**config.mk**
```make
export PLATFORM = sky130hd
export DESIGN_NAME = ifetch
export DESIGN_NICKNAME = d
export VERILOG_FILES = /design/src/rtl/yarv_defs.sv /design/src/rtl/fetch_queue.sv /design/src/rtl/ifetch.sv
export SDC_FILE = /design/constraint.sdc
export NUM_CORES = 1
export LEC_CHECK = 0
export CORE_MARGIN = 5
export CORE_UTILIZATION = 45
export CTS_CLUSTER_SIZE = 12
export DETAILED_ROUTE_END_ITERATION = 6
export PLACE_DENSITY = 0.74
export SLEW_MARGIN = 20
export SYNTH_ARGS = -nofsm -noshare
export SYNTH_HDL_FRONTEND = slang
export SYNTH_SLANG_ARGS = --single-unit
```
**constraint.sdc**
```tcl
create_clock -name clk -period 5.08 [get_ports clk]
set_clock_uncertainty 0.05 [all_clocks]
set_input_delay 1.016 -clock clk [delete_from_list [all_inputs] [get_ports clk]]
set_output_delay 1.016 -clock clk [all_outputs]
set_load 0.02 [all_outputs]
```
**src/rtl/yarv_defs.sv**
```systemverilog
// Shared definitions for the YARV fetch path: PC width, instruction size,
// reset vector and the {pc, insn} entry carried toward decode.
package yarv_defs;
    localparam int XLEN       = 32;
    localparam int INSN_BYTES = 4;
    localparam logic [XLEN-1:0] DEFAULT_RESET_PC = 32'h0000_0000;

    typedef struct packed {
        logic [XLEN-1:0] pc;
        logic [XLEN-1:0] insn;
    } fetch_entry_t;

    // Drop the sub-word bits so every fetch is instruction aligned.
    function automatic logic [XLEN-1:0] align_pc(input logic [XLEN-1:0] addr);
        return addr & ~XLEN'(INSN_BYTES - 1);
    endfunction
endpackage

```
**src/rtl/fetch_queue.sv**
```systemverilog
// Small synchronous FIFO between fetch and decode; the head is presented
// straight from the entry registers. Clear wins over push.
module fetch_queue #(
    parameter int WIDTH      = 64,
    parameter int DEPTH_LOG2 = 1
) (
    input  logic                  clk,
    input  logic                  rst,
    input  logic                  push,
    input  logic [WIDTH-1:0]      push_data,
    input  logic                  pop,
    input  logic                  clear,
    output logic [DEPTH_LOG2:0]   count,
    output logic [WIDTH-1:0]      head_data
);
    localparam int DEPTH = 1 << DEPTH_LOG2;

    logic [DEPTH_LOG2-1:0] rd_ptr_q, rd_ptr_d;
    logic [DEPTH_LOG2-1:0] wr_ptr_q, wr_ptr_d;
    logic [DEPTH_LOG2:0]   count_q, count_d;
    logic [WIDTH-1:0]      entries [DEPTH];
    logic                  full, empty, do_push, do_pop, wr_en;

    // The count only reaches 2^DEPTH_LOG2 when full, so its top bit is the full flag.
    assign full    = count_q[DEPTH_LOG2];
    assign empty   = (count_q == '0);
    assign do_pop  = pop && !empty;
    assign do_push = push && (!full || do_pop);
    assign wr_en   = do_push && !clear;

    always_comb begin
        rd_ptr_d = rd_ptr_q;
        wr_ptr_d = wr_ptr_q;
        count_d  = count_q;
        if (clear) begin
            rd_ptr_d = '0;
            wr_ptr_d = '0;
            count_d  = '0;
        end else begin
            if (do_push) wr_ptr_d = wr_ptr_q + 1'b1;
            if (do_pop)  rd_ptr_d = rd_ptr_q + 1'b1;
            case ({do_push, do_pop})
                2'b10:   count_d = count_q + 1'b1;
                2'b01:   count_d = count_q - 1'b1;
                default: count_d = count_q;
            endcase
        end
    end

    always_ff @(posedge clk) begin
        if (rst) begin
            rd_ptr_q <= '0;
            wr_ptr_q <= '0;
            count_q  <= '0;
        end else begin
            rd_ptr_q <= rd_ptr_d;
            wr_ptr_q <= wr_ptr_d;
            count_q  <= count_d;
        end
    end

    generate
        for (genvar gi = 0; gi < DEPTH; gi++) begin : g_entry
            logic [WIDTH-1:0] entry_q, entry_d;

            always_comb begin
                entry_d = entry_q;
                if (wr_en && (wr_ptr_q == DEPTH_LOG2'(gi))) entry_d = push_data;
            end

            always_ff @(posedge clk) begin
                entry_q <= entry_d;
            end

            assign entries[gi] = entry_q;
        end
    endgenerate

    assign count     = count_q;
    assign head_data = entries[rd_ptr_q];
endmodule

```
**src/rtl/ifetch.sv**
```systemverilog
// Instruction fetch: owns the PC, issues one aligned fetch at a time and
// defers redirects / icache flushes until any outstanding miss completes.
module ifetch
    import yarv_defs::*;
#(
    parameter logic [XLEN-1:0] RESET_PC    = DEFAULT_RESET_PC,
    parameter int              QDEPTH_LOG2 = 1
) (
    input  logic            clk,
    input  logic            rst,
    input  logic            redirect_valid,
    input  logic [XLEN-1:0] redirect_pc,
    input  logic            fence_i,
    output logic            cache_valid,
    input  logic            cache_ready,
    output logic [XLEN-1:0] cache_addr,
    input  logic [XLEN-1:0] cache_rdata,
    output logic            cache_flush,
    output logic            dec_valid,
    input  logic            dec_ready,
    output logic [XLEN-1:0] dec_pc,
    output logic [XLEN-1:0] dec_insn
);
    logic [XLEN-1:0]      pc_q, pc_d;
    logic [XLEN-1:0]      redir_pc_q, redir_pc_d;
    logic                 redir_pend_q, redir_pend_d;
    logic                 fence_pend_q, fence_pend_d;
    logic                 miss_q, miss_d;

    logic [QDEPTH_LOG2:0] q_count;
    logic                 q_full, q_push, q_pop;
    logic                 flush_cycle, miss_now, hit;
    fetch_entry_t         push_entry, head_entry;

    // A miss seen last cycle is still being serviced, so the request must be held.
    assign flush_cycle = fence_pend_q && !miss_q;
    assign q_full      = q_count[QDEPTH_LOG2];
    assign cache_valid = !rst && !q_full && !flush_cycle;
    assign cache_flush = !rst && flush_cycle;
    assign cache_addr  = pc_q;

    assign miss_now = cache_valid && !cache_ready;
    assign hit      = cache_valid && cache_ready;
    assign q_push   = hit && !redir_pend_q && !redirect_valid;
    assign q_pop    = dec_valid && dec_ready;

    assign push_entry.pc   = pc_q;
    assign push_entry.insn = cache_rdata;

    always_comb begin
        pc_d         = pc_q;
        redir_pc_d   = redir_pc_q;
        redir_pend_d = redir_pend_q;
        fence_pend_d = fence_pend_q;
        miss_d       = miss_now;

        if (flush_cycle) fence_pend_d = 1'b0;
        if (fence_i)     fence_pend_d = 1'b1;

        if (redirect_valid) begin
            if (miss_now) begin
                redir_pend_d = 1'b1;
                redir_pc_d   = align_pc(redirect_pc);
            end else begin
                pc_d         = align_pc(redirect_pc);
                redir_pend_d = 1'b0;
            end
        end else if (hit) begin
            // The word returned for a redirected miss is dropped here.
            if (redir_pend_q) begin
                pc_d         = redir_pc_q;
                redir_pend_d = 1'b0;
            end else begin
                pc_d = pc_q + XLEN'(INSN_BYTES);
            end
        end
    end

    always_ff @(posedge clk) begin
        if (rst) begin
            pc_q         <= RESET_PC;
            redir_pc_q   <= '0;
            redir_pend_q <= 1'b0;
            fence_pend_q <= 1'b0;
            miss_q       <= 1'b0;
        end else begin
            pc_q         <= pc_d;
            redir_pc_q   <= redir_pc_d;
            redir_pend_q <= redir_pend_d;
            fence_pend_q <= fence_pend_d;
            miss_q       <= miss_d;
        end
    end

    fetch_queue #(
        .WIDTH      ($bits(fetch_entry_t)),
        .DEPTH_LOG2 (QDEPTH_LOG2)
    ) u_fetch_queue (
        .clk       (clk),
        .rst       (rst),
        .push      (q_push),
        .push_data (push_entry),
        .pop       (q_pop),
        .clear     (redirect_valid),
        .count     (q_count),
        .head_data (head_entry)
    );

    assign dec_valid = (q_count != '0);
    assign dec_pc    = head_entry.pc;
    assign dec_insn  = head_entry.insn;
endmodule

```
## Yosys cells after proc, flatten, opt, wreduce, memory -nomap -nowiden

Index checks and enable logic that the tools add are counted.
Widths: inputs -> output; s select.

| word-level totals | value |
|---|---|
| bits in registers | 197 |
| bits of input ports | 70 |
| output and inout bits | 99 |
| logic and storage cells | 65 |

| operators by class | value |
|---|---|
| add/subtract/negate cells | 5 |
| order comparisons | 1 |
| equal/unequal tests | 3 |
| multiplexer cells | 13 |
| bitwise gates (word level) | 2 |
| reduce and logical (&&, ||, !) cells | 31 |

Operator list:

| kind | number |
|---|---|
| $mux 64 | 3 |
| $mux 32 | 4 |
| $add 32x3->32 const B | 1 |
| $logic_and 1x1->1 | 14 |
| $logic_not 1->1 | 8 |
| $reduce_bool 2->1 | 4 |
| $mux 1 | 5 |
| $pmux 2 s2 | 1 |
| $reduce_and 2->1 | 2 |
| $add 1x1->1 const B | 2 |
| $add 2x1->2 const B | 1 |
| $eq 2x1->1 const B | 1 |
| $eq 2x2->1 const B | 1 |
| $ge 2x2->1 const B | 1 |
| $logic_not 2->1 | 1 |
| $ne 2x2->1 const B | 1 |
| $not 1->2 | 1 |
| $reduce_or 2->1 | 1 |
| $sub 2x1->2 const B | 1 |
| $logic_or 1x1->1 | 1 |
| $not 1->1 | 1 |

## Depth between registers and ports, before layout

Gate-level depths: netlist (run 1).

| depth | value |
|---|---|
| word-level depth | 10 |
| depth in mapped cells | 8 |

## Modules after synthesis

Synthesis (run 1) repeated with hierarchy kept, for this count alone.

| second synthesis, totals | value |
|---|---|
| cells, all modules | 693 |
| area, all modules | 8345.5 um^2 |

By module, submodules not included:

| module | times used | cells an instance | area an instance (um^2) |
|---|---|---|---|
| fetch_queue | 1 | 222 | 4813.4 |
| ifetch | 1 | 471 | 3532.1 |

## Least setup slack after synthesis (run 1)

No wires, ideal clock.

| timing path | value |
|---|---|
| path kind | input port to flip-flop |
| start | input port rst |
| end | register u_fetch_queue.g_entry[0].entry_q[0] (enable) |
| library setup time | 0.483 ns |
| arrival | 4.818 ns |
| required time | 4.547 ns |
| slack | -0.271 ns |
| cell stages on the path | 4 |
| buffers on the path | 1 |
| path through | clkbuf_1 -> nor3_1 -> nand3_1 -> nor2_1 |

| between the ends | value |
|---|---|
| longest elaborated chain between the ends | 9 |

Ends and longest elaborated chain:

| element | RTL line | text |
|---|---|---|
| start: declaration | ifetch.sv:10 | `input logic rst,` |
| $logic_not 1->1 | ifetch.sv:38 | `assign cache_valid = !rst && !q_full && !flush_cycle;` |
| $logic_and 1x1->1 (2 in series) | ifetch.sv:38 |  |
| net cache_valid | ifetch.sv:14 | `output logic cache_valid,` |
| $logic_and 1x1->1 | ifetch.sv:43 | `assign hit = cache_valid && cache_ready;` |
| $logic_and 1x1->1 (2 in series) | ifetch.sv:44 | `assign q_push = hit && !redir_pend_q && !redirect_valid;` |
| $logic_and 1x1->1 | fetch_queue.sv:28 | `assign do_push = push && (!full \|\| do_pop);` |
| $logic_and 1x1->1 | fetch_queue.sv:29 | `assign wr_en = do_push && !clear;` |
| $logic_and 1x1->1 | fetch_queue.sv:68 | `if (wr_en && (wr_ptr_q == DEPTH_LOG2'(gi))) entry_d = push_data;` |
| end signal: assignment | fetch_queue.sv:72 | `entry_q <= entry_d;` |
| end: declaration | fetch_queue.sv:64 | `logic [WIDTH-1:0] entry_q, entry_d;` |

The timed path passes the listed nets, and every way through them passes these cells.
A chain may end at the register's enable or synchronous reset.

## Worst setup path after layout (run 1)

| timing path | value |
|---|---|
| start | register u_fetch_queue.rd_ptr_q |
| end | output port dec_pc[23] |

| between the ends | value |
|---|---|
| longest elaborated chain between the ends | 4 |

Ends and longest elaborated chain:

| element | RTL line | text |
|---|---|---|
| start: declaration | fetch_queue.sv:18 | `logic [DEPTH_LOG2-1:0] rd_ptr_q, rd_ptr_d;` |
| start signal: assignment | fetch_queue.sv:56 | `rd_ptr_q <= rd_ptr_d;` |
| $not 1->2 (implied by the code) | fetch_queue.sv:80 | `assign head_data = entries[rd_ptr_q];` |
| $mux 64 (implied by the code) (3 in series) | fetch_queue.sv:80 |  |
| end: declaration | ifetch.sv:21 | `output logic [XLEN-1:0] dec_pc,` |

No other way between the ends. The select of a mux whose other input is x is not followed.

==> results of run 1 <==
[cell usage in the layout (no fill, tap or decap), types with 4 or more instances in the layout]
cell type / n
clkdlybuf4s50_1: 161
edfxtp_1: 124
nand2_1: 111
dfxtp_1: 66
mux2_2: 62
a21oi_1: 53
o21ai_0: 35
nor2_1: 26
nand3_1: 18
clkbuf_16: 17
nand4_1: 14
buf_4: 13
inv_1: 12
nor3_1: 11
o211ai_1: 10
a31oi_1: 8
xnor2_1: 8
a211oi_1: 6
nor4b_1: 5
and4_1: 5
nor4_1: 5
mux2i_1: 5
and2_1: 4
and3_1: 4
xor2_1: 4
o221ai_1: 4
conb_1: 4
inv_6: 4
bufinv_16: 4
[path summary, 6_finish.rpt]
check	to	start	cells after the start	slack (ps)
worst max register to register	u_fetch_queue.g_entry[0].entry_q[60]$_DFFE_PP_	redir_pend_q$_SDFFE_PP0P_	6	2640
worst max-delay path	dec_pc[23]	u_fetch_queue.rd_ptr_q$_SDFFE_PP0P_	3	1430
worst min-delay path	redir_pc_q[8]$_SDFFE_PP0P_	redir_pc_q[8]$_SDFFE_PP0P_	2	400
worst min register to register	redir_pc_q[8]$_SDFFE_PP0P_	redir_pc_q[8]$_SDFFE_PP0P_	2	400
[metrics by stage]
stage	cells	total power [mW]	hold WS, ps	setup TNS (ps)
after floorplan	705	1.96	381	-33600
after global placement	1061	2.13	387	0
after detailed placement	1061	2.14	394	0
after CTS	1093	3.56	404	0
after global routing	1093	3.67	418	0
final	1093	3.53	402	0
[kinds of logic (layout without fill, tap and decap cells)]
group,count (synthesis),after routing
flip-flops,191,191
adder cells (fa/ha/maj),2,2
multiplexers,67,67
buffers and inverters,62,221
AO/OA/AOI/OAI,142,142
XOR/XNOR,12,12
AND/OR/NAND/NOR,225,225
other,1,4
[per-layer routing]
metal,vias up,share of wire
li1,2893,-
met1,2893,0.44
met2,228,0.47
met3,18,0.073
met4,0,0.015
met5,-,0
[registers in the layout (all words and copies together) (netlist names)]
name                           cells
fence_pend_q                       1
u_fetch_queue.rd_ptr_q             1
redir_pend_q                       1
u_fetch_queue.g_entry.entry_q    124
miss_q                             1
cache_addr                        30
u_fetch_queue.wr_ptr_q             1
redir_pc_q                        30
u_fetch_queue.count                2
[power by group through the flow]
stage	clock, mW	combinational, mW	sequential (mW)
after floorplan	0	0.163	1.79
after global placement	0	0.346	1.79
after detailed placement	0	0.350	1.79
after CTS	1.45	0.352	1.75
after global routing	1.53	0.379	1.76
final	1.43	0.351	1.75
[area by class of cell]
type	count	area, um2
multi-input combinational	452	2890
sequential	191	5070
fill	1484	7230
inverter	12	45.0
clock buffer	17	425
clock inverter	15	209
tap	229	287
timing repair buffer	177	1750
[worst reg2reg max path: cells and delay by family (launching register included)]
family	cells	cell delay, ps
buffers and inverters	3	830
flip-flops	1	300
AND/OR/NAND/NOR	3	880
==> results.ini, run 1 <==
[status]
status=completed

[die]
core_area_um2=17900
design.portCount=169
die_h_um=145
die-area_um2=21000
fp.dieW_um=145
start_util=0.457
rows=49

[worst_setup_path]
cpMaxStageDelayCell=dfxtp_2
critPathArrivalTime_ps=2580
crit_path_end_kind=output port
cp_num_buf_inv=2
critPathMaxFanout=27
required_ps=4010
crit_path_max_incr_delay_ps=800
cp_cell_sequence=buf_4 > mux2_2 > clkdlybuf4s50_1
critPathTopFamily=buffers and inverters
startpoint_type=flop
path_class=reg -> out

[yosys]
yosys.area.top_type_share=0.456
synth_most_common_cell=edfxtp_1
synth_compound_area_frac=0.106
synthAdderAreaFrac=0.00306
yosys.cell_types.count=57
synthTopCellsByArea=edfxtp_1 46%, dfxtp_1 16%, mux2_2 8.5%, nand2_1 5.1%, a21oi_1 3.2%
seq_area_frac_synth=0.620
synth_top_family_by_area=simple AND/OR/NAND/NOR gates
avgSynthCellArea_um2=11.6
async_flop_share=0
synthTopCellsByCount=124 x edfxtp_1, 111 x nand2_1, 67 x dfxtp_1
netlist_area_um2=8170
synth_ff_type=edfxtp_1
synth_seq_cells=191
synthXorXnorAreaFrac=0.0129
syn_inst=702
yosys_warnings=0
muxShareOfSynthArea=0.0915
synth-simple-area-share=0.135
synth-edff-count=124
yosysTopAreaCell=edfxtp_1

[cells_and_area]
nets=923
drive_gt1_frac=0.139
stdcell_area_um2=10700
fin_util=0.596
diodes=0
area_growth_pct=30.6

[detailed_routing]
drc=0
wl_um=19500
num_vias=6032
antenna_left=0
wl_per_cell_um=17.9
via_per_inst=5.52
first_iter_violations=564
drt_pass1_iterations=5

[grt]
grt_pass1_wl_um=30300
top_usage_layer=met2
grt-ovfl-total=0
use_met2=0.288
grt_max_degree=62
gr-usage-met1=0.254
grt_usage=0.184
met3_usage=0.0421
grt_pass1_vias=5736
antenna_found_initial=0

[sta]
fin_crit_ps=3650
fmax_mhz=274
worst_slew_pin_slew_ps=780
slew_viol_final=0
worst_slack_ps=1430
period_share=0.718
grt_setup_unrepaired=no
slew_headroom=0.475
setup_viol=0
hold_violations=0

[placement]
place_area_um2=10000
place.gp.congestion=0.820
dp_slack_ps=1540
hpwl_um=13000
port_buffers=162

[pwr]
swShare=0.236
p_comb_frac=0.099
ir_drop_uv=256
clkPwrFrac=0.404
power.leakage_nw=3.54
cellInternalPower_mw=2.70
powerDensity_nw_per_um2=331
seq_power_share=0.497
switching_power_uw=833

[clocking]
numCtsBuffers=17
clock-sinks=191
ctsResizeCount=0
insertion_delay_ps=420
post-cts-setup-buffers=0
root_buffer=clkbuf_16
htree_num_levels=4
clkTransAtPathRegs_ps=70
cts_hold_buf=0
cts_tree=yes
cts.path.max_buffers=2

[run]
maxCapViolCount=0

[hold_path]
worstHoldPathType=reg -> reg

No activity file was read; power rests on OpenSTA's default activity.
==> run 2: changes to the inputs <==
Settings changed: PLACE_DENSITY 0.74 to 0.72.
Clock period 5.08 ns to 3.6 ns, I/O delays scaled along.
==> results.ini, run 2 (synthesis results as in run 1) <==
[detailed_routing]
via_per_inst=5.45  ; -1.3%
dr_wl_met2_um=9160  ; -0.58%
antenna_left=0  ; unchanged
wl_um=19400  ; -0.66%
highest_layer=met4
first_iter_violations=416  ; -26%
wl_per_cell_um=17.7  ; -1.1%
wl_met1_um=8740  ; +1.7%
drc=0  ; unchanged
num_vias=5982  ; -0.83%
drt_pass1_iterations=6  ; +1
dr_wl_met3_um=1240  ; -13%

[grt]
grt_max_degree=63  ; +1.6%
grt-ovfl-total=0  ; unchanged
grt_usage=0.184  ; +0.000370
grt_pass1_vias=5590  ; -2.5%
antenna_found_initial=0  ; unchanged
grt_pass1_wl_um=30000  ; -1.1%

[worst_setup_path]
startpoint_type=flop
crit_path_end_kind=output port
critPathArrivalTime_ps=2190  ; -390 ps
r2r_slack_ps=1270  ; -1370 ps
cpMaxStageDelayCell=dfxtp_2
worstReg2RegEnd=cache_addr[16]$_SDFFE_PP0P_
cp_num_buf_inv=2  ; unchanged
crit_path_max_incr_delay_ps=560  ; -240 ps
cp_cell_sequence=buf_4 > mux2_2 > clkdlybuf4s50_1
required_ps=2830  ; -1180 ps
critPathTopFamily=buffers and inverters
path_class=reg -> out
critPathMaxFanout=13  ; -52%
r2r_start=cache_addr[2]$_SDFFE_PP0P_
reg2regPathDepth=6  ; unchanged

[sta]
fmax_mhz=338
period_share=0.821
slew_headroom=0.565  ; +0.0895
slew_viol_final=0  ; unchanged
grt_setup_unrepaired=no
hold_violations=0  ; unchanged
worst_slew_pin_slew_ps=647  ; -133 ps
hold_slack_ps=400  ; -2.47 ps
fin_crit_ps=2960
setup_viol=0  ; unchanged

[cells_and_area]
fin_util=0.598  ; +0.00203
diodes=0  ; unchanged
instances_no_fill=1098  ; +0.46%
nets=928  ; +0.54%
largest_reg_flops=124  ; unchanged
top_register=u_fetch_queue.g_entry.entry_q
layout_commonest_cell=clkdlybuf4s50_1
area_growth_pct=31.0
layout_common_cells=161 x clkdlybuf4s50_1, 124 x edfxtp_1, 111 x nand2_1
drive_gt1_frac=0.144  ; +0.00495
fillers=1521  ; +2.5%

[clocking]
insertion_delay_ps=430  ; about the same
cts_tree=yes
htree_num_levels=4  ; unchanged
post-cts-setup-buffers=0  ; unchanged
numCtsBuffers=17  ; unchanged
cts.path.max_buffers=2  ; unchanged
cts_hold_buf=0  ; unchanged
root_buffer=clkbuf_16
ctsResizeCount=0  ; unchanged
clkTransAtPathRegs_ps=70  ; about the same
clock-sinks=191  ; unchanged

[hold_path]
min_to=redir_pc_q[8]$_SDFFE_PP0P_
holdPathStages=2  ; unchanged
hp-start=redir_pc_q[8]$_SDFFE_PP0P_
worstHoldPathType=reg -> reg

[pwr]
ir_drop_uv=337  ; +31%
p_total_mw=4.86  ; +38%
power.leakage_nw=3.57  ; +0.93%
powerDensity_nw_per_um2=454  ; +37%

[run]
maxCapViolCount=0  ; unchanged

[placement]
place.gp.congestion=0.868  ; +5.8%
hpwl_um=13200  ; +1.2%
port_buffers=162  ; unchanged
dp_cells=1066  ; +0.47%

[die]
die-area_um2=21000  ; unchanged
design.portCount=169  ; unchanged
core_area_um2=17900  ; unchanged
die_h_um=145  ; unchanged
fp.dieW_um=145  ; unchanged
start_util=0.457  ; unchanged
rows=49  ; unchanged

[status]
status=completed

## run 2: cell count changes in the layout (fill, tap and decap cells not counted), sizes merged
cell / before / now
buf: 16 / 21
clkinv: 5 / 4
inv: 17 / 18
clkbuf: 17 / 20
bufinv: 4 / 2
clkinvlp: 1 / 0
## run 2: cell type report
| class | instances | area [um2] | share of cell area |
|---|---|---|---|
| clock inverters | 12 | 116 | 0.0109 |
| multi-input cells | 452 | 2890 | 0.269 |
| flip-flops and latches | 191 | 5070 | 0.473 |
| well taps | 229 | 287 | 0.0268 |
| inverters | 12 | 45.0 | 0.00421 |
| repair buffers | 182 | 1830 | 0.171 |
| clock buffers | 20 | 479 | 0.0448 |
## run 2: metal layers
layer,up-vias,GRT usage
li1,2905,-
met1,2864,0.253
met2,197,0.294
met3,16,0.0384
met4,0,0.0584
met5,-,0
## run 2: per-stage QoR
stage	area, um2	setup slack, ps	setup TNS [ps]
global route	10700	554	0
finish	10700	644	0
CTS	10700	604	0
global placement	10100	782	0
detailed placement	10100	734	0
floorplan	8190	-447	-55460
## run 2: report_power, final
| part | switching (mW) | leakage, nW | internal, mW |
|---|---|---|---|
| Sequential | 0.0764 | 1.68 | 2.40 |
| Combinational | 0.263 | 1.59 | 0.240 |
| Clock | 0.807 | 0.305 | 1.08 |
## run 2: worst register-to-register path, stage by stage (launching register included)
cell and delay [ps]:
dfxtp_1 460, ha_1 250, nand4_1 270, nor2_1 480, nand2_1 150, o41ai_1 360, a2111oi_0 170
## run 2: how the worst max path moves through the flow
stage	start	endpoint	depth (start not counted)
final	u_fetch_queue.rd_ptr_q$_SDFFE_PP0P_	dec_pc[30]	3
after global routing	u_fetch_queue.rd_ptr_q$_SDFFE_PP0P_	dec_pc[30]	3
after CTS	u_fetch_queue.rd_ptr_q$_SDFFE_PP0P_	dec_pc[30]	3
after detailed placement	redirect_valid	u_fetch_queue.g_entry[0].entry_q[31]$_DFFE_PP_	6
after global placement	redirect_valid	u_fetch_queue.g_entry[1].entry_q[31]$_DFFE_PP_	6
after floorplan	rst	u_fetch_queue.g_entry[1].entry_q[0]$_DFFE_PP_	4
==> run 3: changes to the inputs <==
Settings changed: PLACE_DENSITY 0.72 to 0.74.
Clock period 3.6 ns to 2.4 ns, I/O delays scaled along.
==> results.ini, run 3 (synthesis results as in run 1) <==
[pwr]
clkPwrFrac=0.383  ; -0.004
seq_power_share=0.503  ; -0.006
powerDensity_nw_per_um2=664  ; +46%
power.leakage_nw=3.90  ; +9.1%
ir_drop_uv=584  ; +73%
switching_power_mw=1.73  ; +51%
cellInternalPower_mw=5.58  ; +50%
swShare=0.237  ; +0.000779
p_total_mw=7.31  ; +50%
p_comb_frac=0.115  ; +0.011

[detailed_routing]
antenna_left=0  ; unchanged
first_iter_violations=462  ; +11%
drc=0  ; unchanged
wl_um=20200  ; +4.3%
via_per_inst=5.41  ; -0.65%
drt_pass1_iterations=5  ; -1
wl_per_cell_um=17.7  ; +0.54%
num_vias=6165  ; +3.1%

[placement]
dp_slack_ps=-89.8  ; -824 ps
dp_cells=1104  ; +3.6%
place_area_um2=10500  ; +3.4%
hpwl_um=14300  ; +8.4%
place.gp.congestion=0.876  ; +1.0%
port_buffers=162  ; unchanged

[clocking]
insertion_delay_ps=430  ; about the same
cts.path.max_buffers=2  ; unchanged
clkTransAtPathRegs_ps=70  ; about the same
root_buffer=clkbuf_16
numCtsBuffers=17  ; unchanged
htree_num_levels=4  ; unchanged
cts_tree=yes
clock-sinks=191  ; unchanged

[worst_setup_path]
startpoint_type=flop
path_class=reg -> out
critPathMaxFanout=11  ; -2
critPathArrivalTime_ps=1780  ; -410 ps
required_ps=1870  ; -960 ps
crit_path_end_kind=output port

[sta]
period_share=0.962
setup_viol=0  ; unchanged
hold_violations=0  ; unchanged
fin_crit_ps=2310
worst_slew_pin_slew_ps=523  ; -124 ps
slew_viol_final=0  ; unchanged
worst_slack_ps=91.0  ; -553 ps
slew_headroom=0.649  ; +0.0841
hold_slack_ps=403  ; +2.86 ps
grt_setup_unrepaired=no
tns_ps=0  ; unchanged
fmax_mhz=433

[cells_and_area]
multiInputGateArea_um2=2920  ; +1.1%
drive_gt1_frac=0.186  ; +0.0419
top_register=u_fetch_queue.g_entry.entry_q
stdcell_area_um2=11000  ; +2.8%
seqCellArea_um2=5070  ; about the same
diodes=0  ; unchanged
layout_common_cells=124 x edfxtp_1, 111 x nand2_1, 99 x clkdlybuf4s50_1
layout_commonest_cell=edfxtp_1
fin_util=0.615  ; +0.0168
nets=969  ; +4.4%
largest_reg_flops=124  ; unchanged
area_growth_pct=34.7
instances_no_fill=1139  ; +3.7%
fillers=1445  ; -5.0%

[grt]
grt_pass1_vias=5957  ; +6.6%
grt-ovfl-total=0  ; unchanged
grt_max_degree=34  ; -46%
antenna_found_initial=0  ; unchanged
grt_pass1_wl_um=31300  ; +4.6%
grt_usage=0.193  ; +0.00855

[die]
start_util=0.457  ; unchanged
rows=49  ; unchanged
fp.dieW_um=145  ; unchanged
core_area_um2=17900  ; unchanged
die_h_um=145  ; unchanged
design.portCount=169  ; unchanged
die-area_um2=21000  ; unchanged

[status]
status=completed

[hold_path]
worstHoldPathType=reg -> reg

[run]
maxCapViolCount=0  ; unchanged

run 3: cell types whose count changed in the layout (fill, tap and decap cells not counted), sizes merged:
cell,before,now
buf,21,62
clkinvlp,0,1
clkdlybuf4s50,161,99
dlymetal6s2s,0,2
dlygate4sd2,0,60
clkinv,4,3
clkbuf,20,21
inv,18,17
run 3: what timing repair did:
action / CTS / global route
gates resized for setup: 60 / 2
hold buffers: 0 / 0
gates cloned: 0 / 0
endpoints found under the setup margin: 62 / 2
buffers inserted: 3 / 0
run 3: worst max-delay path, cell delays in order (launching register included):
cell,delay [ps]
dfxtp_4,450
buf_4,230
mux2_2,350
dlygate4sd2_1,330
run 3: power groups by stage:
stage	Combinational, mW	Sequential [mW]	Clock, mW
3_3_place_gp	0.846	3.74	0
4_1_cts	0.842	3.68	2.86
6_report	0.839	3.68	2.80
3_5_place_dp	0.858	3.75	0
2_1_floorplan	0.354	3.79	0
5_1_grt	0.904	3.69	3.01
run 3: path summary, 6_finish.rpt:
| check | startpoint | end | cells after the start | slack [ps] |
|---|---|---|---|---|
| max | u_fetch_queue.rd_ptr_q$_SDFFE_PP0P_ | dec_insn[12] | 3 | 90 |
| min | redir_pc_q[24]$_SDFFE_PP0P_ | redir_pc_q[24]$_SDFFE_PP0P_ | 2 | 400 |
| max reg2reg | cache_addr[11]$_SDFFE_PP0P_ | cache_addr[31]$_SDFFE_PP0P_ | 5 | 250 |
| min reg2reg | redir_pc_q[24]$_SDFFE_PP0P_ | redir_pc_q[24]$_SDFFE_PP0P_ | 2 | 400 |
run 3: layer usage:
metal / wire length (um) / part of all wire / up-vias / global-route usage
met3: 1290 / 0.064 / 36 / 0.0332
met2: 9640 / 0.48 / 235 / 0.310
met5: 0 / 0 / - / 0
met1: 8750 / 0.43 / 2906 / 0.258
met4: 537 / 0.027 / 0 / 0.0820
li1: - / - / 2988 / -
run 3: area by class of cell:
| cell class | count | area share |
|---|---|---|
| Clock buffer | 21 | 0.0448 |
| Clock inverter | 11 | 0.00966 |
| Inverter | 12 | 0.00409 |
| Multi-Input combinational cell | 452 | 0.265 |
| Sequential cell | 191 | 0.460 |
| Tap cell | 229 | 0.0260 |
| Timing Repair Buffer | 223 | 0.190 |
